### config.mk
export PLATFORM = sky130hd
export DESIGN_NAME = building_stripe_edge_scan_flat
export DESIGN_NICKNAME = d
export VERILOG_FILES = /design/src/rtl/building_stripe_edge_scan_if.sv /design/src/rtl/building_stripe_edge_scan.sv /design/src/flat_wrapper.sv
export SDC_FILE = /design/constraint.sdc
export NUM_CORES = 1
export LEC_CHECK = 0
export ABC_AREA = 1
export BUFFER_PORTS_ARGS = -buffer_cell sky130_fd_sc_hd__buf_2
export CAP_MARGIN = 20
export CORE_ASPECT_RATIO = 2
export CORE_MARGIN = 2
export CORE_UTILIZATION = 60
export CTS_BUF_LIST = sky130_fd_sc_hd__clkbuf_4 sky130_fd_sc_hd__clkbuf_8
export CTS_CLUSTER_SIZE = 24
export DETAILED_ROUTE_END_ITERATION = 7
export GPL_TIMING_DRIVEN = 0
export HOLD_SLACK_MARGIN = 0.03
export PLACE_DENSITY = 0.81
export SLEW_MARGIN = 10
export SYNTH_ARGS = -nofsm -noshare
export SYNTH_HDL_FRONTEND = slang
export SYNTH_SLANG_ARGS = --single-unit
### constraint.sdc
create_clock -name clk -period 5.1 [get_ports clk]
set_clock_uncertainty 0.1 [all_clocks]
set_input_delay 0.51 -clock clk [delete_from_list [all_inputs] [get_ports clk]]
set_output_delay 0.51 -clock clk [all_outputs]
set_load 0.03 [all_outputs]
### src/rtl/building_stripe_edge_scan_if.sv
// Pixel beat inputs and per-frame latched stripe-edge results for building_stripe_edge_scan.
// The pixel source drives through master; the scanner uses slave.
interface building_stripe_edge_scan_if;
    logic        in_valid;
    logic        sop;
    logic        eop;
    logic        is_white;
    logic [10:0] f_slot_7_blackToWhite;
    logic [10:0] f_slot_7_whiteToBlack;
    logic [10:0] f_slot_8_blackToWhite;
    logic [10:0] f_slot_8_whiteToBlack;
    logic [10:0] f_slot_9_blackToWhite;
    logic [10:0] f_slot_9_whiteToBlack;
    logic [10:0] f_slot_10_blackToWhite;
    logic [10:0] f_slot_10_whiteToBlack;
    logic [10:0] left_most_bound;
    logic [10:0] right_most_bound;
    logic [4:0]  left_slot;
    logic [4:0]  right_slot;
    logic [4:0]  center_slot;
    logic [5:0]  edge_count;
    logic        frame_done;

    modport master (
        output in_valid, sop, eop, is_white,
        input  f_slot_7_blackToWhite, f_slot_7_whiteToBlack,
               f_slot_8_blackToWhite, f_slot_8_whiteToBlack,
               f_slot_9_blackToWhite, f_slot_9_whiteToBlack,
               f_slot_10_blackToWhite, f_slot_10_whiteToBlack,
               left_most_bound, right_most_bound,
               left_slot, right_slot, center_slot, edge_count, frame_done
    );

    modport slave (
        input  in_valid, sop, eop, is_white,
        output f_slot_7_blackToWhite, f_slot_7_whiteToBlack,
               f_slot_8_blackToWhite, f_slot_8_whiteToBlack,
               f_slot_9_blackToWhite, f_slot_9_whiteToBlack,
               f_slot_10_blackToWhite, f_slot_10_whiteToBlack,
               left_most_bound, right_most_bound,
               left_slot, right_slot, center_slot, edge_count, frame_done
    );
endinterface

### src/rtl/building_stripe_edge_scan.sv
// Scans one binarised row per frame for debounced black/white stripe edges and latches
// slot 7..10 edge positions, outer bounds and slot indices on every eop beat.
module building_stripe_edge_scan #(
    parameter int IMAGE_W  = 640,
    parameter int SLOT_W   = 40,
    parameter int SCAN_ROW = 240,
    parameter int MIN_RUN  = 3
) (
    input  logic clk,
    input  logic reset_n,
    building_stripe_edge_scan_if.slave bus
);
    localparam int NSLOTS = IMAGE_W / SLOT_W;

    logic       r_armed, r_cur, r_rowDone;
    logic [9:0] r_x, r_y, r_candX, r_left, r_right;
    logic [3:0] r_runCnt;
    logic [9:0] r_b2w [4];
    logic [9:0] r_w2b [4];
    logic [4:0] r_lslot, r_rslot;
    logic [5:0] r_edgeCnt;

    logic [9:0] r_oB2w [4];
    logic [9:0] r_oW2b [4];
    logic [9:0] r_oLeft, r_oRight;
    logic [4:0] r_oLslot, r_oRslot, r_oCslot;
    logic [5:0] r_oEdgeCnt;
    logic       r_frameDone;

    logic       w_armed, w_cur, w_rowDone, w_take, w_latch;
    logic [9:0] w_x, w_y, w_px, w_py, w_candX, w_left, w_right;
    logic [3:0] w_runCnt, w_newCnt;
    logic [9:0] w_b2w [4];
    logic [9:0] w_w2b [4];
    logic [4:0] w_lslot, w_rslot, w_slot;
    logic [1:0] w_idx;
    logic [5:0] w_edgeCnt;

    // Constant compare chain instead of a divider: slot = x/SLOT_W + 1.
    function automatic logic [4:0] slotOf(input logic [9:0] x);
        logic [4:0] s;
        s = 5'd1;
        for (int k = 1; k < NSLOTS; k++)
            if (x >= 10'(k * SLOT_W)) s = 5'(k + 1);
        return s;
    endfunction

    always_comb begin
        w_armed = r_armed;     w_cur = r_cur;         w_rowDone = r_rowDone;
        w_x = r_x;             w_y = r_y;             w_candX = r_candX;
        w_left = r_left;       w_right = r_right;     w_runCnt = r_runCnt;
        w_b2w = r_b2w;         w_w2b = r_w2b;         w_lslot = r_lslot;
        w_rslot = r_rslot;     w_edgeCnt = r_edgeCnt; w_px = r_x;
        w_py = r_y;            w_newCnt = 4'd0;       w_slot = 5'd0;
        w_idx = 2'd0;          w_latch = 1'b0;
        w_take = bus.in_valid && (r_armed || bus.sop);
        if (w_take) begin
            if (bus.sop) begin
                w_cur = 1'b0;  w_rowDone = 1'b0; w_candX = '0; w_left = '0; w_right = '0;
                w_runCnt = '0; w_lslot = '0; w_rslot = '0; w_edgeCnt = '0;
                w_b2w = '{default: '0};
                w_w2b = '{default: '0};
                w_px = '0;
                w_py = '0;
            end
            w_armed = 1'b1;
            w_latch = bus.eop;
            if (w_py == 10'(SCAN_ROW)) begin
                if (w_px == 10'd0) begin
                    w_cur    = bus.is_white;
                    w_runCnt = 4'd0;
                end else if (bus.is_white != w_cur) begin
                    w_newCnt = (w_runCnt == 4'd15) ? 4'd15 : w_runCnt + 4'd1;
                    if (w_runCnt == 4'd0) w_candX = w_px;
                    w_runCnt = w_newCnt;
                    if (w_newCnt == 4'(MIN_RUN)) begin
                        w_slot = slotOf(w_candX);
                        w_idx  = 2'(w_slot - 5'd7);
                        if (w_slot >= 5'd7 && w_slot <= 5'd10) begin
                            if (!w_cur && w_b2w[w_idx] == 10'd0) w_b2w[w_idx] = w_candX;
                            if (w_cur && w_w2b[w_idx] == 10'd0)  w_w2b[w_idx] = w_candX;
                        end
                        if (w_edgeCnt == 6'd0) begin
                            w_left  = w_candX;
                            w_lslot = w_slot;
                        end
                        w_right  = w_candX;
                        w_rslot  = w_slot;
                        w_edgeCnt = (w_edgeCnt == 6'd63) ? 6'd63 : w_edgeCnt + 6'd1;
                        w_cur    = !w_cur;
                        w_runCnt = 4'd0;
                    end
                end else begin
                    w_runCnt = 4'd0;
                end
                // A run still unconfirmed at the row end never becomes an edge.
                if (w_px == 10'(IMAGE_W - 1)) begin
                    w_rowDone = 1'b1;
                    w_runCnt  = 4'd0;
                end
            end
            if (w_px == 10'(IMAGE_W - 1)) begin
                w_x = 10'd0;
                w_y = (w_py == 10'd1023) ? w_py : w_py + 10'd1;
            end else begin
                w_x = w_px + 10'd1;
                w_y = w_py;
            end
        end
    end

    always_ff @(posedge clk or negedge reset_n) begin
        if (!reset_n) begin
            r_armed <= 1'b0;  r_cur <= 1'b0;   r_rowDone <= 1'b0; r_x <= '0;   r_y <= '0;
            r_candX <= '0;    r_left <= '0;    r_right <= '0;     r_runCnt <= '0;
            r_b2w <= '{default: '0};
            r_w2b <= '{default: '0};
            r_lslot <= '0;    r_rslot <= '0;   r_edgeCnt <= '0;
            r_oB2w <= '{default: '0};
            r_oW2b <= '{default: '0};
            r_oLeft <= '0;    r_oRight <= '0;  r_oLslot <= '0;    r_oRslot <= '0;
            r_oCslot <= '0;   r_oEdgeCnt <= '0; r_frameDone <= 1'b0;
        end else begin
            r_armed <= w_armed; r_cur <= w_cur;     r_rowDone <= w_rowDone; r_x <= w_x; r_y <= w_y;
            r_candX <= w_candX; r_left <= w_left;   r_right <= w_right;     r_runCnt <= w_runCnt;
            r_b2w <= w_b2w;     r_w2b <= w_w2b;     r_lslot <= w_lslot;     r_rslot <= w_rslot;
            r_edgeCnt <= w_edgeCnt;
            r_frameDone <= w_latch;
            // Latch from the post-beat working state so the eop pixel itself counts.
            if (w_latch) begin
                for (int i = 0; i < 4; i++) begin
                    r_oB2w[i] <= w_rowDone ? w_b2w[i] : 10'd0;
                    r_oW2b[i] <= w_rowDone ? w_w2b[i] : 10'd0;
                end
                r_oLeft    <= w_rowDone ? w_left    : 10'd0;
                r_oRight   <= w_rowDone ? w_right   : 10'd0;
                r_oLslot   <= w_rowDone ? w_lslot   : 5'd0;
                r_oRslot   <= w_rowDone ? w_rslot   : 5'd0;
                r_oCslot   <= w_rowDone ? 5'((6'(w_lslot) + 6'(w_rslot)) >> 1) : 5'd0;
                r_oEdgeCnt <= w_rowDone ? w_edgeCnt : 6'd0;
            end
        end
    end

    assign bus.f_slot_7_blackToWhite  = {1'b0, r_oB2w[0]};
    assign bus.f_slot_7_whiteToBlack  = {1'b0, r_oW2b[0]};
    assign bus.f_slot_8_blackToWhite  = {1'b0, r_oB2w[1]};
    assign bus.f_slot_8_whiteToBlack  = {1'b0, r_oW2b[1]};
    assign bus.f_slot_9_blackToWhite  = {1'b0, r_oB2w[2]};
    assign bus.f_slot_9_whiteToBlack  = {1'b0, r_oW2b[2]};
    assign bus.f_slot_10_blackToWhite = {1'b0, r_oB2w[3]};
    assign bus.f_slot_10_whiteToBlack = {1'b0, r_oW2b[3]};
    assign bus.left_most_bound        = {1'b0, r_oLeft};
    assign bus.right_most_bound       = {1'b0, r_oRight};
    assign bus.left_slot              = r_oLslot;
    assign bus.right_slot             = r_oRslot;
    assign bus.center_slot            = r_oCslot;
    assign bus.edge_count             = r_oEdgeCnt;
    assign bus.frame_done             = r_frameDone;
endmodule

### src/flat_wrapper.sv
// flat-port wrapper written by rule: the top's interface ports become plain ports
module building_stripe_edge_scan_flat 
#(
    parameter int IMAGE_W  = 640,
    parameter int SLOT_W   = 40,
    parameter int SCAN_ROW = 240,
    parameter int MIN_RUN  = 3
)
  (clk, reset_n, bus_in_valid, bus_sop, bus_eop, bus_is_white, bus_f_slot_7_blackToWhite, bus_f_slot_7_whiteToBlack, bus_f_slot_8_blackToWhite, bus_f_slot_8_whiteToBlack, bus_f_slot_9_blackToWhite, bus_f_slot_9_whiteToBlack, bus_f_slot_10_blackToWhite, bus_f_slot_10_whiteToBlack, bus_left_most_bound, bus_right_most_bound, bus_left_slot, bus_right_slot, bus_center_slot, bus_edge_count, bus_frame_done);
  building_stripe_edge_scan_if bus_i ();
  input  logic clk;
  input  logic reset_n;
  input wire logic [$bits(bus_i.in_valid)-1:0] bus_in_valid;
  input wire logic [$bits(bus_i.sop)-1:0] bus_sop;
  input wire logic [$bits(bus_i.eop)-1:0] bus_eop;
  input wire logic [$bits(bus_i.is_white)-1:0] bus_is_white;
  output wire logic [$bits(bus_i.f_slot_7_blackToWhite)-1:0] bus_f_slot_7_blackToWhite;
  output wire logic [$bits(bus_i.f_slot_7_whiteToBlack)-1:0] bus_f_slot_7_whiteToBlack;
  output wire logic [$bits(bus_i.f_slot_8_blackToWhite)-1:0] bus_f_slot_8_blackToWhite;
  output wire logic [$bits(bus_i.f_slot_8_whiteToBlack)-1:0] bus_f_slot_8_whiteToBlack;
  output wire logic [$bits(bus_i.f_slot_9_blackToWhite)-1:0] bus_f_slot_9_blackToWhite;
  output wire logic [$bits(bus_i.f_slot_9_whiteToBlack)-1:0] bus_f_slot_9_whiteToBlack;
  output wire logic [$bits(bus_i.f_slot_10_blackToWhite)-1:0] bus_f_slot_10_blackToWhite;
  output wire logic [$bits(bus_i.f_slot_10_whiteToBlack)-1:0] bus_f_slot_10_whiteToBlack;
  output wire logic [$bits(bus_i.left_most_bound)-1:0] bus_left_most_bound;
  output wire logic [$bits(bus_i.right_most_bound)-1:0] bus_right_most_bound;
  output wire logic [$bits(bus_i.left_slot)-1:0] bus_left_slot;
  output wire logic [$bits(bus_i.right_slot)-1:0] bus_right_slot;
  output wire logic [$bits(bus_i.center_slot)-1:0] bus_center_slot;
  output wire logic [$bits(bus_i.edge_count)-1:0] bus_edge_count;
  output wire logic [$bits(bus_i.frame_done)-1:0] bus_frame_done;
  assign bus_i.in_valid = bus_in_valid;
  assign bus_i.sop = bus_sop;
  assign bus_i.eop = bus_eop;
  assign bus_i.is_white = bus_is_white;
  assign bus_f_slot_7_blackToWhite = bus_i.f_slot_7_blackToWhite;
  assign bus_f_slot_7_whiteToBlack = bus_i.f_slot_7_whiteToBlack;
  assign bus_f_slot_8_blackToWhite = bus_i.f_slot_8_blackToWhite;
  assign bus_f_slot_8_whiteToBlack = bus_i.f_slot_8_whiteToBlack;
  assign bus_f_slot_9_blackToWhite = bus_i.f_slot_9_blackToWhite;
  assign bus_f_slot_9_whiteToBlack = bus_i.f_slot_9_whiteToBlack;
  assign bus_f_slot_10_blackToWhite = bus_i.f_slot_10_blackToWhite;
  assign bus_f_slot_10_whiteToBlack = bus_i.f_slot_10_whiteToBlack;
  assign bus_left_most_bound = bus_i.left_most_bound;
  assign bus_right_most_bound = bus_i.right_most_bound;
  assign bus_left_slot = bus_i.left_slot;
  assign bus_right_slot = bus_i.right_slot;
  assign bus_center_slot = bus_i.center_slot;
  assign bus_edge_count = bus_i.edge_count;
  assign bus_frame_done = bus_i.frame_done;
  building_stripe_edge_scan #(.IMAGE_W(IMAGE_W), .SLOT_W(SLOT_W), .SCAN_ROW(SCAN_ROW), .MIN_RUN(MIN_RUN)) u_core (.clk(clk), .reset_n(reset_n), .bus(bus_i));
endmodule
==> results_dict.tcl <==
set metrics [dict create \
    die_w_um 114 \
    power.density_mw_per_mm2 274 \
    r2r-start "u_core.r_runCnt[1]$_DFFE_PN0P_" \
    ioPinCount 138 \
    wl_per_cell_um 21.9 \
    status "finished clean" \
    cts_buffers 38 \
    n_antenna_cell 0 \
    syn_to_final_growth_pct 15.4 \
    vdd_drop_max_mv 0.361 \
    dr.first_iter.drc_count 1382 \
    avgViaCountPerCell 5.94 \
    clkLatencyLatePin_ns 0.59 \
    drive_gt1_share_pct 16.2 \
    grt_overflow 0 \
    h-tree-depth 2 \
    totalWireLength_um 52100 \
    setup_viol 0 \
    final_util_pct 70.3 \
    clock-root-buffer "clkbuf_8" \
    grt_usage_pct 41.2 \
    clkSlewWorstSetupHoldPaths_ns 0.07 \
    clock.fmax_mhz 201 \
    cts_sinks 275 \
    yosysWarnings 0 \
    ant_nets 0 \
    cp.required_ns 5.47 \
    tritoncts "built" \
    r2r_cells 30 \
    grt_max_degree 116 \
    slew_headroom_pct 16.1 \
    start_util_pct 60.9 \
    num-fill-cells 2037 \
    hold_class "in2reg" \
    worstSetupEndpoint "u_core.bus.center_slot[4]$_DFFE_PN0P_" \
    p_total_mw 4.59 \
    drc 0 \
    cts_buffer_depth 3 \
    synth-main-ff-cell "dfrtp_1" \
    rows 80 \
    cp_max_fo 10 \
    grt_use_met1_pct 43.9 \
    dp_hpwl_um 38800 \
    busiest_layer "met2" \
    worstSetupPathType "in2reg" \
    synthTopCellsByArea "dfrtp_1, nand2_1, nand3_1" \
    arrival_ns 5.35 \
    netlist.area_leader.share_pct 47.4 \
    vias 14132 \
    worstSetupStartpoint "bus_sop" \
    rr_endpoint "u_core.bus.f_slot_7_whiteToBlack[1]$_DFFE_PN0P_" \
    dr.pass1.iters 6 \
    async_reset_ff_share_pct 100 \
    final_nets 2091 \
    synth_seq_cells 275 \
    reg2reg_setup_slack_ns 0.52 \
    cp-end-kind "flop" \
    grt_pass1_vias 14338 \
    synth_edf_count 0 \
    worst_pin_slew_ns 1.25 \
    synthDistinctLibCells 55 \
    synthCells 1873 \
    synth.yosys.seq_area_share_pct 47.4 \
    fin_crit_ns 4.98 \
    grt_pass1_wl_um 78700 \
    met2_usage_pct 69.5 \
    avgSynthCellArea_um2 7.74 \
    die_area_mm2 0.0255 \
    place.gp.congestion 1.01 \
    power_leakage_nw 9.04 \
    use_met3_pct 6.20 \
    start_kind "input port" \
    die_height_um 224 \
    synth_top_area_cell "dfrtp_1" \
    io_buffers 127 \
    syn-cell-area_mm2 0.0145 \
    slew_viol_final 0 \
    maxCapViolations 0 \
    rsz0062_at_grt "false" \
    hold_viol 0 \
    post-route-period-util_pct 97.6 \
    core_area_mm2 0.0238 \
    antenna_found_initial 0 \
]
==> power breakdown <==
part	leakage [nW]	switching [mW]	internal [mW]
Combinational	4.84	0.323	0.105
Clock	0.442	0.895	1.03
Sequential	3.76	0.0208	2.22
==> worst max-delay path, cell delays in order <==
cell      delay [ns]
buf_2           0.11
inv_2           0.05
buf_6           0.14
buf_6           0.18
buf_2           0.36
buf_2           0.36
clkbuf_4        0.38
nand2_1         0.16
ha_1            0.22
inv_1           0.07
nor2_1          0.05
nand4_1         0.35
nor2_4          0.19
inv_2           0.17
clkbuf_2        0.31
clkbuf_2        0.32
a21oi_1         0.12
a22oi_2         0.38
ha_1            0.34
nand2_1         0.08
nor2_1          0.05
a211oi_1        0.20
nand2_1         0.09
nand2_1         0.06
nand2_1         0.06
==> how the worst min path moves through the flow <==
stage | depth (start not counted) | endpoint | from
4_1_cts | 3 | u_core.bus.frame_done$_DFF_PN0_ | bus_eop
5_1_grt | 3 | u_core.bus.frame_done$_DFF_PN0_ | bus_eop
3_3_place_gp | 1 | u_core.r_armed$_DFFE_PN0P_ | u_core.r_armed$_DFFE_PN0P_
6_report | 3 | u_core.bus.frame_done$_DFF_PN0_ | bus_eop
2_1_floorplan | 0 | u_core.bus.center_slot[0]$_DFFE_PN0P_ | reset_n
3_5_place_dp | 1 | u_core.r_oRight[5]$_DFFE_PN0P_ | reset_n
==> synth_stat cells, types with 3 or more instances <==
library cell / n
buf_4: 14
o21ai_2: 6
clkinv_1: 3
o22ai_1: 9
nand3_1: 139
a21oi_1: 55
nand2_1: 657
dfrtp_1: 275
nand3_2: 7
inv_2: 11
inv_1: 158
o31ai_1: 8
nor4_1: 4
nand4_1: 16
a22oi_1: 4
clkbuf_1: 56
a31oi_1: 7
nand2_2: 15
nor2_1: 119
buf_6: 5
o21a_1: 3
a22o_1: 30
and2_1: 10
buf_1: 11
nor2_8: 3
buf_2: 10
a211oi_1: 3
ha_1: 18
nor3_1: 16
o41ai_1: 7
nor2_4: 4
nand2_4: 10
o211ai_1: 20
xor2_1: 9
nor2_2: 3
o21ai_0: 104
xnor2_1: 10
o21ai_1: 11
==> timing repair <==
item                       CTS  global route
gates resized for setup     36            28
setup buffers                6            10
pin swaps                    5             5
hold endpoints to repair    49             0
setup endpoints to repair  201           159
hold buffers                 1             0
==> sequential cells by signal, summed over array words and instances, names as in the netlist, 6 cells and up <==
| signal | count |
|---|---|
| u_core.r_b2w | 40 |
| u_core.r_w2b | 40 |
| u_core.bus.f_slot_10_blackToWhite | 10 |
| u_core.bus.f_slot_10_whiteToBlack | 10 |
| u_core.bus.f_slot_7_blackToWhite | 10 |
| u_core.bus.f_slot_7_whiteToBlack | 10 |
| u_core.bus.f_slot_8_blackToWhite | 10 |
| u_core.bus.f_slot_8_whiteToBlack | 10 |
| u_core.bus.f_slot_9_blackToWhite | 10 |
| u_core.bus.f_slot_9_whiteToBlack | 10 |
| u_core.r_candX | 10 |
| u_core.r_left | 10 |
| u_core.r_oLeft | 10 |
| u_core.r_oRight | 10 |
| u_core.r_right | 10 |
| u_core.r_x | 10 |
| u_core.r_y | 10 |
| u_core.bus.edge_count | 6 |
| u_core.r_edgeCnt | 6 |
==> area by class of cell <==
class,instances,area (um^2),share of cell area [%]
Sequential cell,275,6880,41.1
Clock inverter,19,200,1.20
Buffer,94,502,3.00
Clock buffer,48,636,3.80
Tap cell,287,359,2.15
Multi-Input combinational cell,1337,6650,39.7
Timing Repair Buffer,147,836,4.99
Inverter,173,672,4.01
==> cells in the final DEF, fill, tap and decap left out, drive strengths merged, types with 16 or more instances in the layout <==
cell type,count
nand2,682
dfrtp,275
buf,185
inv,169
nand3,146
nor2,129
o21ai,122
clkbuf,102
a21oi,57
a22o,30
o211ai,22
ha,18
nor3,17
nand4,17
clkinv,16
==> per-stage QoR <==
step                      hold WS [ns]  setup TNS, ns  setup WS, ns  instance area [um^2]  instances
after floorplan                  0.114              0         0.141                 14500       1882
final                            0.205              0         0.124                 16700       2380
after global routing             0.187              0        0.0314                 16700       2380
after CTS                        0.179              0       0.00624                 16600       2373
after detailed placement         0.350        -373.71         -2.45                 15600       2299
after global placement           0.353        -737.45         -2.42                 15500       2296
==> metal layers <==
metal	share of wire [%]	wire (um)
met1	33	17400
met3	6.8	3560
met5	0	0
met4	11	5840
met2	48	25300
==> kinds of logic after synthesis <==
logic type / share of synthesized area [%]
AOI/OAI and AO/OA: 12.1
xor gates and xnor gates: 1.15
adders and majority gates: 1.69
buffers and inverters: 7.75
DFF: 47.4
other: 0.0259
and+or+nand+nor: 29.8
(Power assumes the default switching activity.)
